==> src/rtl/pdec_pkg.sv <==
// Shared types and codes for the polar-decoder LLR issue sequencer.
package pdec_pkg;

  typedef enum logic [1:0] {
    ST_IDLE  = 2'd0,
    ST_PRE   = 2'd1,
    ST_ISSUE = 2'd2,
    ST_WAIT  = 2'd3
  } state_t;

  localparam logic [1:0] PATH_CK  = 2'd0;
  localparam logic [1:0] PATH_VLD = 2'd1;
  localparam logic [1:0] PATH_INV = 2'd3;

  localparam logic [1:0] STAGE_L1  = 2'd0;
  localparam logic [1:0] STAGE_L2  = 2'd1;
  localparam logic [1:0] STAGE_L4  = 2'd2;
  localparam logic [1:0] STAGE_L4B = 2'd3;

  // Code 2 is unassigned and is handled the same way as an invalid path.
  function automatic logic path_active(input logic [1:0] code);
    return !((code == PATH_INV) || (code == 2'd2));
  endfunction

endpackage

==> src/rtl/pdec_llr_issue_if.sv <==
// Control, LLR-buffer and PM-delivery signals of the LLR issue sequencer.
interface pdec_llr_issue_if #(
  parameter int WID_INN  = 10,
  parameter int NUM_PATH = 8,
  parameter int WID_LEN  = 4
);
  logic                            ctrl2lis_start;
  logic [WID_LEN-1:0]              ctrl2lis_beat_num;
  logic [1:0]                      ctrl2lis_stage;
  logic [2*NUM_PATH-1:0]           path_valid;
  logic                            lis2mem_rd_en;
  logic [WID_LEN-1:0]              lis2mem_rd_addr;
  logic [WID_INN*4*NUM_PATH-1:0]   mem2lis_rd_data;
  logic [NUM_PATH-1:0]             ulr2upm_llr_st;
  logic [NUM_PATH-1:0]             ulr2upm_llr_en;
  logic [WID_INN*4*NUM_PATH-1:0]   ulr2upm_llr_data;
  logic                            upm2ctrl_upm_done;
  logic                            lis2ctrl_busy;
  logic                            lis2ctrl_done;
  logic                            lis2ctrl_err;

  modport master (
    input  ctrl2lis_start, ctrl2lis_beat_num, ctrl2lis_stage, path_valid,
           mem2lis_rd_data, upm2ctrl_upm_done,
    output lis2mem_rd_en, lis2mem_rd_addr, ulr2upm_llr_st, ulr2upm_llr_en,
           ulr2upm_llr_data, lis2ctrl_busy, lis2ctrl_done, lis2ctrl_err
  );

  modport slave (
    output ctrl2lis_start, ctrl2lis_beat_num, ctrl2lis_stage, path_valid,
           mem2lis_rd_data, upm2ctrl_upm_done,
    input  lis2mem_rd_en, lis2mem_rd_addr, ulr2upm_llr_st, ulr2upm_llr_en,
           ulr2upm_llr_data, lis2ctrl_busy, lis2ctrl_done, lis2ctrl_err
  );
endinterface

==> src/rtl/pdec_lane_mask.sv <==
// One path's LLR lanes: gated by the beat enable and trimmed to the stage lane width.
module pdec_lane_mask
  import pdec_pkg::*;
#(
  parameter int WID_INN = 10
) (
  input  logic [4*WID_INN-1:0] i_data,
  input  logic                 i_en,
  input  logic [1:0]           i_stage,
  output logic [4*WID_INN-1:0] o_data
);

  always_comb begin
    o_data = '0;
    if (i_en) begin
      case (i_stage)
        STAGE_L1:            o_data[WID_INN-1:0]   = i_data[WID_INN-1:0];
        STAGE_L2:            o_data[2*WID_INN-1:0] = i_data[2*WID_INN-1:0];
        STAGE_L4, STAGE_L4B: o_data                = i_data;
        default:             o_data                = '0;
      endcase
    end
  end

endmodule

==> src/rtl/pdec_llr_issue.sv <==
// LLR issue sequencer: latches the path mask, streams N buffer beats to the PM
// units behind one start cycle, then waits for the PM stage to finish.
module pdec_llr_issue
  import pdec_pkg::*;
#(
  parameter int WID_INN  = 10,
  parameter int NUM_PATH = 8,
  parameter int WID_LEN  = 4
) (
  input  logic              clk,
  input  logic              rst,
  pdec_llr_issue_if.master  bus
);

  localparam int LANE_W = 4 * WID_INN;

  state_t                         r_state, w_state_nx;
  logic [NUM_PATH-1:0]            w_mask, r_mask;
  logic [1:0]                     r_stage;
  logic [WID_LEN-1:0]             r_beat_num;
  logic [WID_LEN-1:0]             r_cnt, w_cnt_nx;
  logic [WID_LEN:0]               w_addr_ahead;
  logic [NUM_PATH-1:0]            r_st, w_st_nx;
  logic [NUM_PATH-1:0]            r_en, w_en_nx;
  logic                           r_rd_en, w_rd_en_nx;
  logic [WID_LEN-1:0]             r_rd_addr, w_rd_addr_nx;
  logic                           r_busy;
  logic                           r_done, w_done_nx;
  logic                           r_err, w_err_nx;
  logic                           w_latch;
  logic [LANE_W*NUM_PATH-1:0]     w_llr_data;

  always_comb begin
    w_mask = '0;
    for (int i = 0; i < NUM_PATH; i++) begin
      w_mask[i] = path_active(bus.path_valid[2*i +: 2]);
    end
  end

  // Read one beat ahead: the buffer answers a cycle after rd_en.
  assign w_addr_ahead = {1'b0, r_cnt} + (WID_LEN+1)'(2);

  always_comb begin
    w_state_nx   = r_state;
    w_cnt_nx     = r_cnt;
    w_st_nx      = '0;
    w_en_nx      = '0;
    w_rd_en_nx   = 1'b0;
    w_rd_addr_nx = '0;
    w_done_nx    = 1'b0;
    w_err_nx     = 1'b0;
    w_latch      = 1'b0;
    case (r_state)
      ST_IDLE: begin
        if (bus.ctrl2lis_start) begin
          w_latch = 1'b1;
          if (w_mask != '0) begin
            w_state_nx = ST_PRE;
            w_st_nx    = w_mask;
            w_rd_en_nx = 1'b1;
          end else begin
            w_done_nx  = 1'b1;
          end
        end
      end
      ST_PRE: begin
        w_state_nx = ST_ISSUE;
        w_cnt_nx   = '0;
        w_en_nx    = r_mask;
        if (r_beat_num != '0) begin
          w_rd_en_nx   = 1'b1;
          w_rd_addr_nx = WID_LEN'(1);
        end
      end
      ST_ISSUE: begin
        if (r_cnt == r_beat_num) begin
          w_state_nx = ST_WAIT;
        end else begin
          w_en_nx  = r_mask;
          w_cnt_nx = r_cnt + WID_LEN'(1);
          if (w_addr_ahead <= {1'b0, r_beat_num}) begin
            w_rd_en_nx   = 1'b1;
            w_rd_addr_nx = w_addr_ahead[WID_LEN-1:0];
          end
        end
      end
      ST_WAIT: begin
        if (bus.upm2ctrl_upm_done) begin
          w_state_nx = ST_IDLE;
          w_done_nx  = 1'b1;
        end
      end
      default: w_state_nx = ST_IDLE;
    endcase
    if (bus.ctrl2lis_start && (r_state != ST_IDLE)) begin
      w_err_nx = 1'b1;
    end
  end

  always_ff @(posedge clk) begin
    if (rst) r_state <= ST_IDLE;
    else     r_state <= w_state_nx;
  end

  always_ff @(posedge clk) begin
    if (rst) begin
      r_cnt     <= '0;
      r_st      <= '0;
      r_en      <= '0;
      r_rd_en   <= 1'b0;
      r_rd_addr <= '0;
      r_busy    <= 1'b0;
      r_done    <= 1'b0;
      r_err     <= 1'b0;
    end else begin
      r_cnt     <= w_cnt_nx;
      r_st      <= w_st_nx;
      r_en      <= w_en_nx;
      r_rd_en   <= w_rd_en_nx;
      r_rd_addr <= w_rd_addr_nx;
      r_busy    <= (w_state_nx != ST_IDLE);
      r_done    <= w_done_nx;
      r_err     <= w_err_nx;
    end
  end

  // Transfer parameters only matter while r_en is set, so they carry no reset.
  always_ff @(posedge clk) begin
    if (w_latch) begin
      r_mask     <= w_mask;
      r_stage    <= bus.ctrl2lis_stage;
      r_beat_num <= bus.ctrl2lis_beat_num;
    end
  end

  for (genvar gi = 0; gi < NUM_PATH; gi++) begin : g_path
    pdec_lane_mask #(.WID_INN(WID_INN)) u_lane_mask (
      .i_data  (bus.mem2lis_rd_data[gi*LANE_W +: LANE_W]),
      .i_en    (r_en[gi]),
      .i_stage (r_stage),
      .o_data  (w_llr_data[gi*LANE_W +: LANE_W])
    );
  end

  assign bus.lis2mem_rd_en    = r_rd_en;
  assign bus.lis2mem_rd_addr  = r_rd_addr;
  assign bus.ulr2upm_llr_st   = r_st;
  assign bus.ulr2upm_llr_en   = r_en;
  assign bus.ulr2upm_llr_data = w_llr_data;
  assign bus.lis2ctrl_busy    = r_busy;
  assign bus.lis2ctrl_done    = r_done;
  assign bus.lis2ctrl_err     = r_err;

endmodule
==> src/flat_wrapper.sv <==
// flat-port wrapper written by rule: the top's interface ports become plain ports
module pdec_llr_issue_flat import pdec_pkg::*;
#(
  parameter int WID_INN  = 10,
  parameter int NUM_PATH = 8,
  parameter int WID_LEN  = 4
)
  (clk, rst, bus_ctrl2lis_start, bus_ctrl2lis_beat_num, bus_ctrl2lis_stage, bus_path_valid, bus_mem2lis_rd_data, bus_upm2ctrl_upm_done, bus_lis2mem_rd_en, bus_lis2mem_rd_addr, bus_ulr2upm_llr_st, bus_ulr2upm_llr_en, bus_ulr2upm_llr_data, bus_lis2ctrl_busy, bus_lis2ctrl_done, bus_lis2ctrl_err);
  pdec_llr_issue_if #(.WID_INN(WID_INN), .NUM_PATH(NUM_PATH), .WID_LEN(WID_LEN)) bus_i ();
  input  logic clk;
  input  logic rst;
  input wire logic [$bits(bus_i.ctrl2lis_start)-1:0] bus_ctrl2lis_start;
  input wire logic [$bits(bus_i.ctrl2lis_beat_num)-1:0] bus_ctrl2lis_beat_num;
  input wire logic [$bits(bus_i.ctrl2lis_stage)-1:0] bus_ctrl2lis_stage;
  input wire logic [$bits(bus_i.path_valid)-1:0] bus_path_valid;
  input wire logic [$bits(bus_i.mem2lis_rd_data)-1:0] bus_mem2lis_rd_data;
  input wire logic [$bits(bus_i.upm2ctrl_upm_done)-1:0] bus_upm2ctrl_upm_done;
  output wire logic [$bits(bus_i.lis2mem_rd_en)-1:0] bus_lis2mem_rd_en;
  output wire logic [$bits(bus_i.lis2mem_rd_addr)-1:0] bus_lis2mem_rd_addr;
  output wire logic [$bits(bus_i.ulr2upm_llr_st)-1:0] bus_ulr2upm_llr_st;
  output wire logic [$bits(bus_i.ulr2upm_llr_en)-1:0] bus_ulr2upm_llr_en;
  output wire logic [$bits(bus_i.ulr2upm_llr_data)-1:0] bus_ulr2upm_llr_data;
  output wire logic [$bits(bus_i.lis2ctrl_busy)-1:0] bus_lis2ctrl_busy;
  output wire logic [$bits(bus_i.lis2ctrl_done)-1:0] bus_lis2ctrl_done;
  output wire logic [$bits(bus_i.lis2ctrl_err)-1:0] bus_lis2ctrl_err;
  assign bus_i.ctrl2lis_start = bus_ctrl2lis_start;
  assign bus_i.ctrl2lis_beat_num = bus_ctrl2lis_beat_num;
  assign bus_i.ctrl2lis_stage = bus_ctrl2lis_stage;
  assign bus_i.path_valid = bus_path_valid;
  assign bus_i.mem2lis_rd_data = bus_mem2lis_rd_data;
  assign bus_i.upm2ctrl_upm_done = bus_upm2ctrl_upm_done;
  assign bus_lis2mem_rd_en = bus_i.lis2mem_rd_en;
  assign bus_lis2mem_rd_addr = bus_i.lis2mem_rd_addr;
  assign bus_ulr2upm_llr_st = bus_i.ulr2upm_llr_st;
  assign bus_ulr2upm_llr_en = bus_i.ulr2upm_llr_en;
  assign bus_ulr2upm_llr_data = bus_i.ulr2upm_llr_data;
  assign bus_lis2ctrl_busy = bus_i.lis2ctrl_busy;
  assign bus_lis2ctrl_done = bus_i.lis2ctrl_done;
  assign bus_lis2ctrl_err = bus_i.lis2ctrl_err;
  pdec_llr_issue #(.WID_INN(WID_INN), .NUM_PATH(NUM_PATH), .WID_LEN(WID_LEN)) u_core (.clk(clk), .rst(rst), .bus(bus_i));
endmodule
==> config.mk <==
export PLATFORM = sky130hd
export DESIGN_NAME = pdec_llr_issue_flat
export DESIGN_NICKNAME = d
export VERILOG_FILES = /design/src/rtl/pdec_pkg.sv /design/src/rtl/pdec_llr_issue_if.sv /design/src/rtl/pdec_lane_mask.sv /design/src/rtl/pdec_llr_issue.sv /design/src/flat_wrapper.sv
export SDC_FILE = /design/constraint.sdc
export NUM_CORES = 1
export LEC_CHECK = 0
export CAP_MARGIN = 15
export CORE_AREA = 4 4 264 266
export CTS_BUF_LIST = sky130_fd_sc_hd__clkbuf_4 sky130_fd_sc_hd__clkbuf_8
export CTS_CLUSTER_DIAMETER = 80
export DETAILED_ROUTE_END_ITERATION = 16
export DIE_AREA = 0 0 268 270
export HOLD_SLACK_MARGIN = 0.06
export PLACE_DENSITY = 0.3
export SLEW_MARGIN = 25
export SYNTH_ARGS = -nofsm -noshare
export SYNTH_HDL_FRONTEND = slang
export SYNTH_SLANG_ARGS = --single-unit
==> constraint.sdc <==
create_clock -name clk -period 5.4 [get_ports clk]
set_input_delay 1.08 -clock clk [delete_from_list [all_inputs] [get_ports clk]]
set_output_delay 1.08 -clock clk [all_outputs]
set_load 0.01 [all_outputs]
Word level (Yosys, flattened, before mapping)
Index checks and enable logic that the tools add are counted.

word-level totals
  word-level logic and storage cells = 129
  output and inout port bits = 344
  register bits after elaboration = 44
  input port bits = 346

cells by class
  $add $sub $neg = 2
  reduce and logical (&&, ||, !) cells = 29
  multiplexer cells = 58
  bitwise gates (word level) = 3
  equality and inequality tests = 24
  $lt $le $gt $ge = 1

operator list
  cell                                                  number
  2-to-1 mux 40 bit                                     8
  2-to-1 mux 10 bit                                     16
  2-to-1 mux 20 bit                                     8
  equality test 2 bit (second input constant)           20
  one-hot mux 4 bit (2 select lines)                    2
  one-hot mux 8 bit (2 select lines)                    1
  2-to-1 mux 1 bit                                      12
  2-to-1 mux 4 bit                                      3
  logical NOT 1 bit                                     8
  logical OR 1 bit                                      8
  2-to-1 mux 2 bit                                      4
  2-to-1 mux 8 bit                                      1
  one-hot mux 2 bit (4 select lines)                    1
  nonzero test 8 bit                                    1
  OR reduction 4 bit                                    2
  nonzero test 2 bit                                    3
  adder 4 x 2 -> 5 bit (second input constant)          1
  less-or-equal comparator 5 x 4 -> 1 bit               1
  adder 4 x 1 -> 4 bit (second input constant)          1
  equality test 2 x 1 -> 1 bit (second input constant)  2
  equality test 4 bit                                   1
  logical NOT 2 bit                                     2
  nonzero test 4 bit                                    1
  NOT 1 bit                                             3
  7 further kinds                                       7

Logic depth before layout (Yosys ltp)
Gate-level depths: netlist of run 1.

  word-level depth = 8
  depth in mapped cells = 8

Hierarchy
Synthesis of run 1 repeated with hierarchy kept, for this count alone.

second synthesis, totals
  cells, all modules = 532
  area, all modules = 4305.4 µm²

by module, submodules not included
  module          area an instance (µm²)  times used  cells each
  pdec_lane_mask  330.3                   8           48
  pdec_llr_issue  1662.8                  1           148

Worst setup path after synthesis of run 1
OpenSTA, ideal clock, no wires.

  kind = input -> output
  start = input bus_mem2lis_rd_data[100]
  end = output bus_ulr2upm_llr_data[100]
  arrival = 1.270 ns
  path buffers = 0
  required time = 4.320 ns
  slack = 3.050 ns
  stages = 1
  cell sequence = and3_1

between the ends
  longest elaborated chain between the ends = 2

ends and longest elaborated chain
  item                RTL line              RTL
  start: declaration  flat_wrapper.sv:16    input wire logic [$bits(bus_i.mem2lis_rd_data)-1:0] bus_mem2lis_rd_data;
  2-to-1 mux 20 bit   pdec_lane_mask.sv:16  case (i_stage)
  2-to-1 mux 40 bit   pdec_lane_mask.sv:15  if (i_en) begin
  end: declaration    flat_wrapper.sv:22    output wire logic [$bits(bus_i.ulr2upm_llr_data)-1:0] bus_ulr2upm_llr_data;

Every way passes these cells.

Final worst setup path of run 1
  start = register u_core.r_stage[1]
  end = output bus_ulr2upm_llr_data[72]

between the ends
  longest elaborated chain between the ends = 4
  elaborated cells on any way between the ends = 5
  classes of those cells = 2 x eq/ne; 2 x mux; 1 x reduce/logical

ends and longest elaborated chain
  item                      RTL line               RTL
  start: declaration        pdec_llr_issue.sv:19   logic [1:0] r_stage;
  start signal: assignment  pdec_llr_issue.sv:131  r_stage <= bus.ctrl2lis_stage;
  equality test 2 bit       pdec_lane_mask.sv:16
  OR reduction 2 bit (*)    --
  2-to-1 mux 20 bit (*)     pdec_lane_mask.sv:16
  2-to-1 mux 40 bit (*)     pdec_lane_mask.sv:15

Every way passes the cells marked *; elsewhere a longest branch is shown, timed or not.

==> results of run 1 <==
sequential cells by signal (all words and copies together) (netlist names):
signal,cells
u_core.bus.ulr2upm_llr_en,8
u_core.bus.ulr2upm_llr_st,8
u_core.r_mask,8
u_core.bus.lis2mem_rd_addr,4
u_core.r_beat_num,4
u_core.r_cnt,4
u_core.r_stage,2
u_core.r_state,2
u_core.bus.lis2ctrl_busy,1
u_core.bus.lis2ctrl_done,1
u_core.bus.lis2ctrl_err,1
u_core.bus.lis2mem_rd_en,1
power groups by stage:
| stage | clock network, uW | registers [uW] | logic [uW] |
|---|---|---|---|
| 3_3_place_gp | 0 | 375 | 424 |
| 6_report | 272 | 367 | 418 |
| 3_5_place_dp | 0 | 375 | 424 |
| 4_1_cts | 284 | 367 | 427 |
| 5_1_grt | 295 | 369 | 450 |
| 2_1_floorplan | 0 | 374 | 83.3 |
kinds of logic after synthesis:
family / count (synthesis) / synth area share
flops: 44 / 0.2583
simple gates: 374 / 0.5837
compound gates: 23 / 0.04052
mux: 1 / 0.002849
xor+xnor: 3 / 0.006649
buf+inv: 72 / 0.07629
fa+ha+maj: 10 / 0.03166
metrics by stage:
stage	utilization	cell area (um^2)	instances	total power (uW)	hold WS, ns
global route	0.1765	11830	2049	1113	0.4804
CTS	0.1764	11830	2046	1078	0.4531
finish	0.1769	11860	2058	1057	0.4496
floorplan	-	3953	527	457.5	0.4203
detailed placement	0.1747	11710	2038	798.4	0.4321
global placement	0.1747	11710	2038	798.9	0.4264
synthesized netlist by cell type, types with 2 or more instances:
| cell | count | share of area |
|---|---|---|
| dfxtp_1 | 30 | 0.15 |
| nand4_1 | 2 | 0.0032 |
| inv_1 | 19 | 0.018 |
| xnor2_1 | 2 | 0.0044 |
| and2_1 | 168 | 0.27 |
| nand2b_1 | 2 | 0.0032 |
| clkbuf_1 | 44 | 0.042 |
| buf_4 | 8 | 0.015 |
| nand2_1 | 6 | 0.0057 |
| a31oi_1 | 3 | 0.0047 |
| ha_1 | 10 | 0.032 |
| o21ai_0 | 5 | 0.0063 |
| a21oi_1 | 5 | 0.0063 |
| or2_2 | 2 | 0.0032 |
| nor2_1 | 13 | 0.012 |
| edfxtp_1 | 14 | 0.11 |
| nor2b_1 | 8 | 0.013 |
| nor3_1 | 3 | 0.0038 |
| a21o_1 | 2 | 0.0038 |
| and3_1 | 161 | 0.25 |
| nor3b_1 | 3 | 0.0057 |
worst max-delay path, stage by stage (launching register included):
cell and delay (ns):
edfxtp_1 0.37, buf_4 0.44, buf_4 0.70, and3_1 0.27, clkdlybuf4s50_1 0.63
cell type report:
| type | instances | area share |
|---|---|---|
| repair buffers | 691 | 0.5813 |
| multi-input cells | 411 | 0.2220 |
| well taps | 873 | 0.09213 |
| flip-flops and latches | 44 | 0.08622 |
| clock buffers | 6 | 0.006965 |
| inverters | 19 | 0.006015 |
| clock inverters | 2 | 0.002849 |
| diodes | 12 | 0.002533 |
final timing paths:
check,from,end,slack (ns),cells past startpoint
worst min register to register,u_core.r_mask[4]$_DFFE_PP_,u_core.bus.ulr2upm_llr_en[4]$_SDFF_PP0_,0.45,1
worst min-delay path,u_core.r_mask[4]$_DFFE_PP_,u_core.bus.ulr2upm_llr_en[4]$_SDFF_PP0_,0.45,1
worst max register to register,u_core.r_cnt[1]$_SDFFE_PP0P_,u_core.bus.lis2mem_rd_en$_SDFF_PP0_,2.91,8
worst max-delay path,u_core.r_stage[1]$_DFFE_PP_,bus_ulr2upm_llr_data[72],1.49,4
layer usage:
layer  share of wire  up-vias
met5         0.00075        -
met4          0.0065        4
met3           0.079       21
met2            0.52      322
met1            0.39     2823
li1                -     3055
==> impl_metrics.prom, run 1 <==
# TYPE chip_impl_metric gauge
chip_impl_metric{name="ant_nets",unit=""} 0
chip_impl_metric{name="timing.max_slew.rel_slack",unit=""} 0.4480
chip_impl_info{name="most_common_cell_after_layout_fill_and_taps_aside",value="clkdlybuf4s50_1"} 1
chip_impl_info{name="synthFlopType",value="dfxtp_1"} 1
chip_impl_metric{name="synthesis.nets",unit=""} 883
chip_impl_metric{name="grt_max_degree",unit=""} 101
chip_impl_metric{name="layout-drive-gt1-share",unit=""} 0.02472
chip_impl_metric{name="fill_cells",unit=""} 7535
chip_impl_metric{name="synth-edff-count",unit=""} 14
chip_impl_metric{name="buffer_ports.inserted",unit=""} 681
chip_impl_metric{name="finalWeightedCongestion",unit=""} 0.8857
chip_impl_metric{name="power.switching",unit="uW"} 268.6
chip_impl_metric{name="worst_skew_pair.late_latency",unit="ns"} 0.30
chip_impl_metric{name="fp.dieArea",unit="um^2"} 72360
chip_impl_metric{name="grt_use_met1",unit=""} 0.1205
chip_impl_info{name="rsz0062_at_grt",value="false"} 1
chip_impl_metric{name="clock-skew-final",unit="ns"} 0.001832
chip_impl_metric{name="hpwl",unit="mm"} 35.23
chip_impl_metric{name="timing_max_transition_violations_final",unit=""} 0
chip_impl_metric{name="drtPass1Iterations",unit=""} 4
chip_impl_metric{name="clock_sinks",unit=""} 44
chip_impl_metric{name="grt_pass1_vias",unit=""} 6398
chip_impl_metric{name="grt_use_met3",unit=""} 0.02870
chip_impl_metric{name="timing.final.crit_share",unit=""} 0.7248
chip_impl_metric{name="ys_seq_elements",unit=""} 44
chip_impl_metric{name="multi_input_comb_area",unit="um^2"} 2633
chip_impl_metric{name="final_period_minus_worst_setup_slack",unit="ns"} 3.914
chip_impl_info{name="holdCritPathClass",value="register to register"} 1
chip_impl_metric{name="synth_async_sr_flop_share",unit=""} 0
chip_impl_info{name="final_cell_mix",value="681 x clkdlybuf4s50_1, 168 x and2_1, 161 x and3_1"} 1
chip_impl_info{name="status",value="complete, no violations"} 1
chip_impl_metric{name="p_per_area",unit="nW/um^2"} 89.13
chip_impl_metric{name="synthesis.area",unit="um^2"} 3953
chip_impl_info{name="clk_root_buffer_cell",value="clkbuf_8"} 1
chip_impl_metric{name="drv.max_cap_violation_count",unit=""} 0
chip_impl_metric{name="report.final.setup_viol",unit=""} 0
chip_impl_info{name="global_route.peak_usage_layer",value="met2"} 1
chip_impl_metric{name="detailedRoute.firstIterationViolations",unit=""} 289
chip_impl_metric{name="synthesized_instance_count",unit=""} 527
chip_impl_metric{name="groute.layer.met2.usage",unit=""} 0.1973
chip_impl_info{name="timing.setup.critical_path_class",value="register to primary output"} 1
chip_impl_metric{name="netlist-cell-type-count",unit=""} 38
chip_impl_metric{name="cts.hold.buffers_added",unit=""} 0
chip_impl_metric{name="num_rows",unit=""} 95
chip_impl_metric{name="power_frac_seq",unit=""} 0.347
chip_impl_metric{name="vias",unit=""} 6225
chip_impl_metric{name="crit_fanout",unit=""} 100
chip_impl_metric{name="grt_use_total",unit=""} 0.1045
chip_impl_metric{name="finalHoldViolCount",unit=""} 0
chip_impl_metric{name="ys_seq_area_frac",unit=""} 0.2583
chip_impl_metric{name="post_cts_resize_count",unit=""} 0
chip_impl_metric{name="yosys_warnings",unit=""} 0
chip_impl_metric{name="cts.repair_timing.setup_buffer_count",unit=""} 0
chip_impl_metric{name="final.setup.worst_slack",unit="ns"} 1.486
chip_impl_metric{name="worst_ep_required_time",unit="ns"} 4.32
chip_impl_metric{name="antenna_violations_before_repair",unit=""} 10
chip_impl_metric{name="die_w",unit="um"} 268
chip_impl_metric{name="layout.area.seq",unit="um^2"} 1022
chip_impl_metric{name="place_worst_setup_slack",unit="ns"} 1.678
chip_impl_metric{name="htree_levels",unit=""} 2
chip_impl_metric{name="timing_worst_slew_pin_value",unit="ns"} 0.8281
chip_impl_metric{name="ioPinCount",unit=""} 690
chip_impl_metric{name="syn2layout_area_growth",unit="%"} 200.0
chip_impl_metric{name="setup_total_neg_slack",unit="ns"} 0
chip_impl_metric{name="ir_worst_vdd",unit="mV"} 0.08920
chip_impl_metric{name="synth_area_per_cell",unit="um^2"} 7.500
chip_impl_metric{name="postRouteWirelength",unit="mm"} 41.12
chip_impl_metric{name="drc",unit=""} 0
chip_impl_metric{name="cp_data_arrival_time",unit="ns"} 2.83
chip_impl_metric{name="tritoncts.num_buffers",unit=""} 5
chip_impl_metric{name="max-clock-path-buffers",unit=""} 2
chip_impl_metric{name="fmax",unit="GHz"} 0.2555
chip_impl_metric{name="power_report.internal_total",unit="uW"} 788.2
chip_impl_metric{name="wl_per_cell",unit="um"} 19.98
chip_impl_metric{name="power.clock.fraction",unit=""} 0.257
chip_impl_metric{name="power.leakage",unit="uW"} 0.004770
chip_impl_metric{name="floorplan.initialDensity",unit=""} 0.05896
chip_impl_metric{name="layout.nets",unit=""} 1528
chip_impl_metric{name="netSwitchingFraction",unit=""} 0.2542
chip_impl_metric{name="grt_first_pass_wirelength",unit="mm"} 54.27
chip_impl_info{name="cts_tree",value="done"} 1
chip_impl_info{name="endpoint_kind_of_the_worst_setup_timing_path",value="primary output"} 1
chip_impl_metric{name="core-area",unit="um^2"} 67040
chip_impl_metric{name="power.combinational.fraction",unit=""} 0.396
chip_impl_metric{name="dieHeight",unit="um"} 270
chip_impl_metric{name="cts.reportedPaths.clkPinSlew",unit="ns"} 0.09
chip_impl_metric{name="post_drt_via_cell_ratio",unit=""} 3.025
chip_impl_info{name="critical_path.startpoint_type",value="register"} 1
chip_impl_metric{name="grt.overflow.total",unit=""} 0
Note: power is estimated with default switching activity, not from simulation.
==> run 2: changes to the inputs <==
--- a/config.mk
+++ b/config.mk
@@ -6,11 +6,11 @@
 export NUM_CORES = 1
 export LEC_CHECK = 0
 export CAP_MARGIN = 15
-export CORE_AREA = 4 4 264 266
+export CORE_AREA = 4 4 267 269
 export CTS_BUF_LIST = sky130_fd_sc_hd__clkbuf_4 sky130_fd_sc_hd__clkbuf_8
 export CTS_CLUSTER_DIAMETER = 80
 export DETAILED_ROUTE_END_ITERATION = 16
-export DIE_AREA = 0 0 268 270
+export DIE_AREA = 0 0 271 273
 export HOLD_SLACK_MARGIN = 0.06
 export PLACE_DENSITY = 0.3
 export SLEW_MARGIN = 25
==> constraint.sdc (replaced) <==
create_clock -name clk -period 3.45 [get_ports clk]
set_input_delay 0.69 -clock clk [delete_from_list [all_inputs] [get_ports clk]]
set_output_delay 0.69 -clock clk [all_outputs]
set_load 0.01 [all_outputs]
==> impl_metrics.prom, run 2 (synthesis gave the netlist of run 1 again) <==
# TYPE chip_impl_metric gauge
chip_impl_metric{name="clock_sinks",unit=""} 44
chip_impl_metric{name="cp_data_arrival_time",unit="ns"} 2.38
chip_impl_metric{name="timing_max_transition_violations_final",unit=""} 0
chip_impl_metric{name="postRouteWirelength",unit="mm"} 46.00
chip_impl_metric{name="ioPinCount",unit=""} 690
chip_impl_metric{name="clock-skew-final",unit="ns"} 0.01509
chip_impl_info{name="crit_start",value="u_core.r_stage[1]$_DFFE_PP_"} 1
chip_impl_info{name="critical_path.cell_chain",value="nor2_2 > buf_4 > nor2b_1 > and2_1 > clkdlybuf4s50_1"} 1
chip_impl_metric{name="report.final.setup_viol",unit=""} 0
chip_impl_metric{name="p_per_area",unit="nW/um^2"} 131.7
chip_impl_metric{name="fill_cells",unit=""} 7720
chip_impl_metric{name="core-area",unit="um^2"} 68590
chip_impl_metric{name="timing_worst_slew_pin_value",unit="ns"} 0.7293
chip_impl_info{name="worst_r2r_endpoint",value="u_core.bus.lis2mem_rd_addr[0]$_SDFF_PP0_"} 1
chip_impl_metric{name="detailedRoute.firstIterationViolations",unit=""} 217
chip_impl_info{name="rr_startpoint",value="u_core.r_cnt[1]$_SDFFE_PP0P_"} 1
chip_impl_metric{name="vias",unit=""} 6358
chip_impl_metric{name="antenna_violations_before_repair",unit=""} 19
chip_impl_metric{name="fmax",unit="GHz"} 0.3256
chip_impl_metric{name="timing.hold.ws",unit="ns"} 0.4488
chip_impl_metric{name="grt_first_pass_wirelength",unit="mm"} 59.95
chip_impl_metric{name="ir_worst_vdd",unit="mV"} 0.1533
chip_impl_metric{name="post_drt_via_cell_ratio",unit=""} 3.000
chip_impl_metric{name="fp.dieArea",unit="um^2"} 73980
chip_impl_info{name="worst_setup_path_endpoint",value="bus_ulr2upm_llr_data[11]"} 1
chip_impl_metric{name="place_worst_setup_slack",unit="ns"} 0.6726
chip_impl_metric{name="timing.final.crit_share",unit=""} 0.8903
chip_impl_metric{name="syn2layout_area_growth",unit="%"} 203.5
chip_impl_info{name="timing.setup.critical_path_class",value="register to primary output"} 1
chip_impl_info{name="cts_tree",value="done"} 1
chip_impl_info{name="critical_path.startpoint_type",value="register"} 1
chip_impl_metric{name="final_period_minus_worst_setup_slack",unit="ns"} 3.072
chip_impl_metric{name="finalHoldViolCount",unit=""} 0
chip_impl_metric{name="grt.overflow.total",unit=""} 0
chip_impl_metric{name="buffer_ports.inserted",unit=""} 681
chip_impl_metric{name="final.setup.worst_slack",unit="ns"} 0.3783
chip_impl_info{name="holdCritPathClass",value="register to register"} 1
chip_impl_info{name="final_cell_mix",value="677 x clkdlybuf4s50_1, 168 x and2_1, 161 x and3_1"} 1
chip_impl_metric{name="worst_ep_required_time",unit="ns"} 2.76
chip_impl_metric{name="tritoncts.num_buffers",unit=""} 5
chip_impl_metric{name="cts.hold.buffers_added",unit=""} 0
chip_impl_info{name="most_common_cell_after_layout_fill_and_taps_aside",value="clkdlybuf4s50_1"} 1
chip_impl_metric{name="timing.max_slew.rel_slack",unit=""} 0.5128
chip_impl_metric{name="setup_total_neg_slack",unit="ns"} 0
chip_impl_metric{name="layout.area.seq",unit="um^2"} 1021
chip_impl_metric{name="cts.reportedPaths.clkPinSlew",unit="ns"} 0.10
chip_impl_metric{name="drc",unit=""} 0
chip_impl_info{name="rsz0062_at_grt",value="false"} 1
chip_impl_metric{name="floorplan.initialDensity",unit=""} 0.05763
chip_impl_metric{name="multi_input_comb_area",unit="um^2"} 2633
chip_impl_metric{name="cts.repair_timing.setup_buffer_count",unit=""} 0
chip_impl_metric{name="regToRegSetupSlack",unit="ns"} 0.85
chip_impl_metric{name="num_rows",unit=""} 96
chip_impl_metric{name="dieHeight",unit="um"} 273
chip_impl_metric{name="ant_nets",unit=""} 0
chip_impl_metric{name="finalWeightedCongestion",unit=""} 0.8899
chip_impl_metric{name="max-clock-path-buffers",unit=""} 2
chip_impl_metric{name="grt_pass1_vias",unit=""} 6715
chip_impl_metric{name="wl_per_cell",unit="um"} 21.71
chip_impl_metric{name="layout-drive-gt1-share",unit=""} 0.03308
chip_impl_info{name="endpoint_kind_of_the_worst_setup_timing_path",value="primary output"} 1
chip_impl_metric{name="drv.max_cap_violation_count",unit=""} 0
chip_impl_metric{name="depth_of_the_worst_register_to_register_path",unit=""} 8
chip_impl_metric{name="hpwl",unit="mm"} 40.21
chip_impl_metric{name="drtPass1Iterations",unit=""} 4
chip_impl_info{name="status",value="complete, no violations"} 1
chip_impl_metric{name="power.leakage",unit="uW"} 0.004805
chip_impl_metric{name="grt_max_degree",unit=""} 124
chip_impl_metric{name="crit_fanout",unit=""} 10
chip_impl_metric{name="grt_use_total",unit=""} 0.1144
chip_impl_metric{name="layout.nets",unit=""} 1534
chip_impl_info{name="crit_slowest_cell",value="nor2b_1"} 1
chip_impl_metric{name="cpPeakStageDelay",unit="ns"} 0.58
chip_impl_metric{name="post_cts_resize_count",unit=""} 0
chip_impl_info{name="clk_root_buffer_cell",value="clkbuf_8"} 1
chip_impl_metric{name="htree_levels",unit=""} 2
chip_impl_metric{name="worst_skew_pair.late_latency",unit="ns"} 0.31
chip_impl_metric{name="die_w",unit="um"} 271
[run 2: worst min path at each step]
stage,start,end,cells past startpoint
finish,u_core.r_mask[1]$_DFFE_PP_,u_core.bus.ulr2upm_llr_en[1]$_SDFF_PP0_,1
floorplan,u_core.r_mask[0]$_DFFE_PP_,u_core.bus.ulr2upm_llr_en[0]$_SDFF_PP0_,1
detailed placement,u_core.r_mask[0]$_DFFE_PP_,u_core.bus.ulr2upm_llr_en[0]$_SDFF_PP0_,1
global placement,u_core.r_mask[3]$_DFFE_PP_,u_core.bus.ulr2upm_llr_en[3]$_SDFF_PP0_,1
global route,u_core.r_mask[1]$_DFFE_PP_,u_core.bus.ulr2upm_llr_en[1]$_SDFF_PP0_,1
CTS,u_core.r_mask[0]$_DFFE_PP_,u_core.bus.ulr2upm_llr_en[0]$_SDFF_PP0_,1
[run 2: where the power goes]
group          switching (uW)  internal, uW
Clock                     198           144
Combinational             217           447
Sequential               13.1           561
[run 2: layout make-up]
class,instances,area share
clock inverters,3,0.001982
repair buffers,697,0.5827
diodes,9,0.001878
inverters,19,0.005946
multi-input cells,411,0.2195
flip-flops and latches,44,0.08512
well taps,931,0.09712
clock buffers,5,0.005738
[run 2: worst max-delay path: cells and delay by family (launching register included)]
kind | cells | cell delay (ns)
buffers and inverters | 2 | 0.73
DFF | 1 | 0.44
and+or+nand+nor | 3 | 0.89
[run 2: per-layer routing]
metal	vias to the layer above	GRT usage	routed length, um
met2	327	0.2250	24760
met3	22	0.04478	4310
met4	8	0.01114	397
li1	3065	-	-
met5	-	0	55
met1	2936	0.1180	16480
[run 2: stage by stage]
step / power [uW] / cell area (um^2) / util / instances
after CTS: 1613 / 11970 / 0.1745 / 2110
after global routing: 1676 / 11970 / 0.1746 / 2111
final: 1580 / 11990 / 0.1749 / 2119
after detailed placement: 1262 / 11880 / 0.1732 / 2102
after global placement: 1261 / 11880 / 0.1732 / 2102
after floorplan: 716.0 / 3953 / - / 527
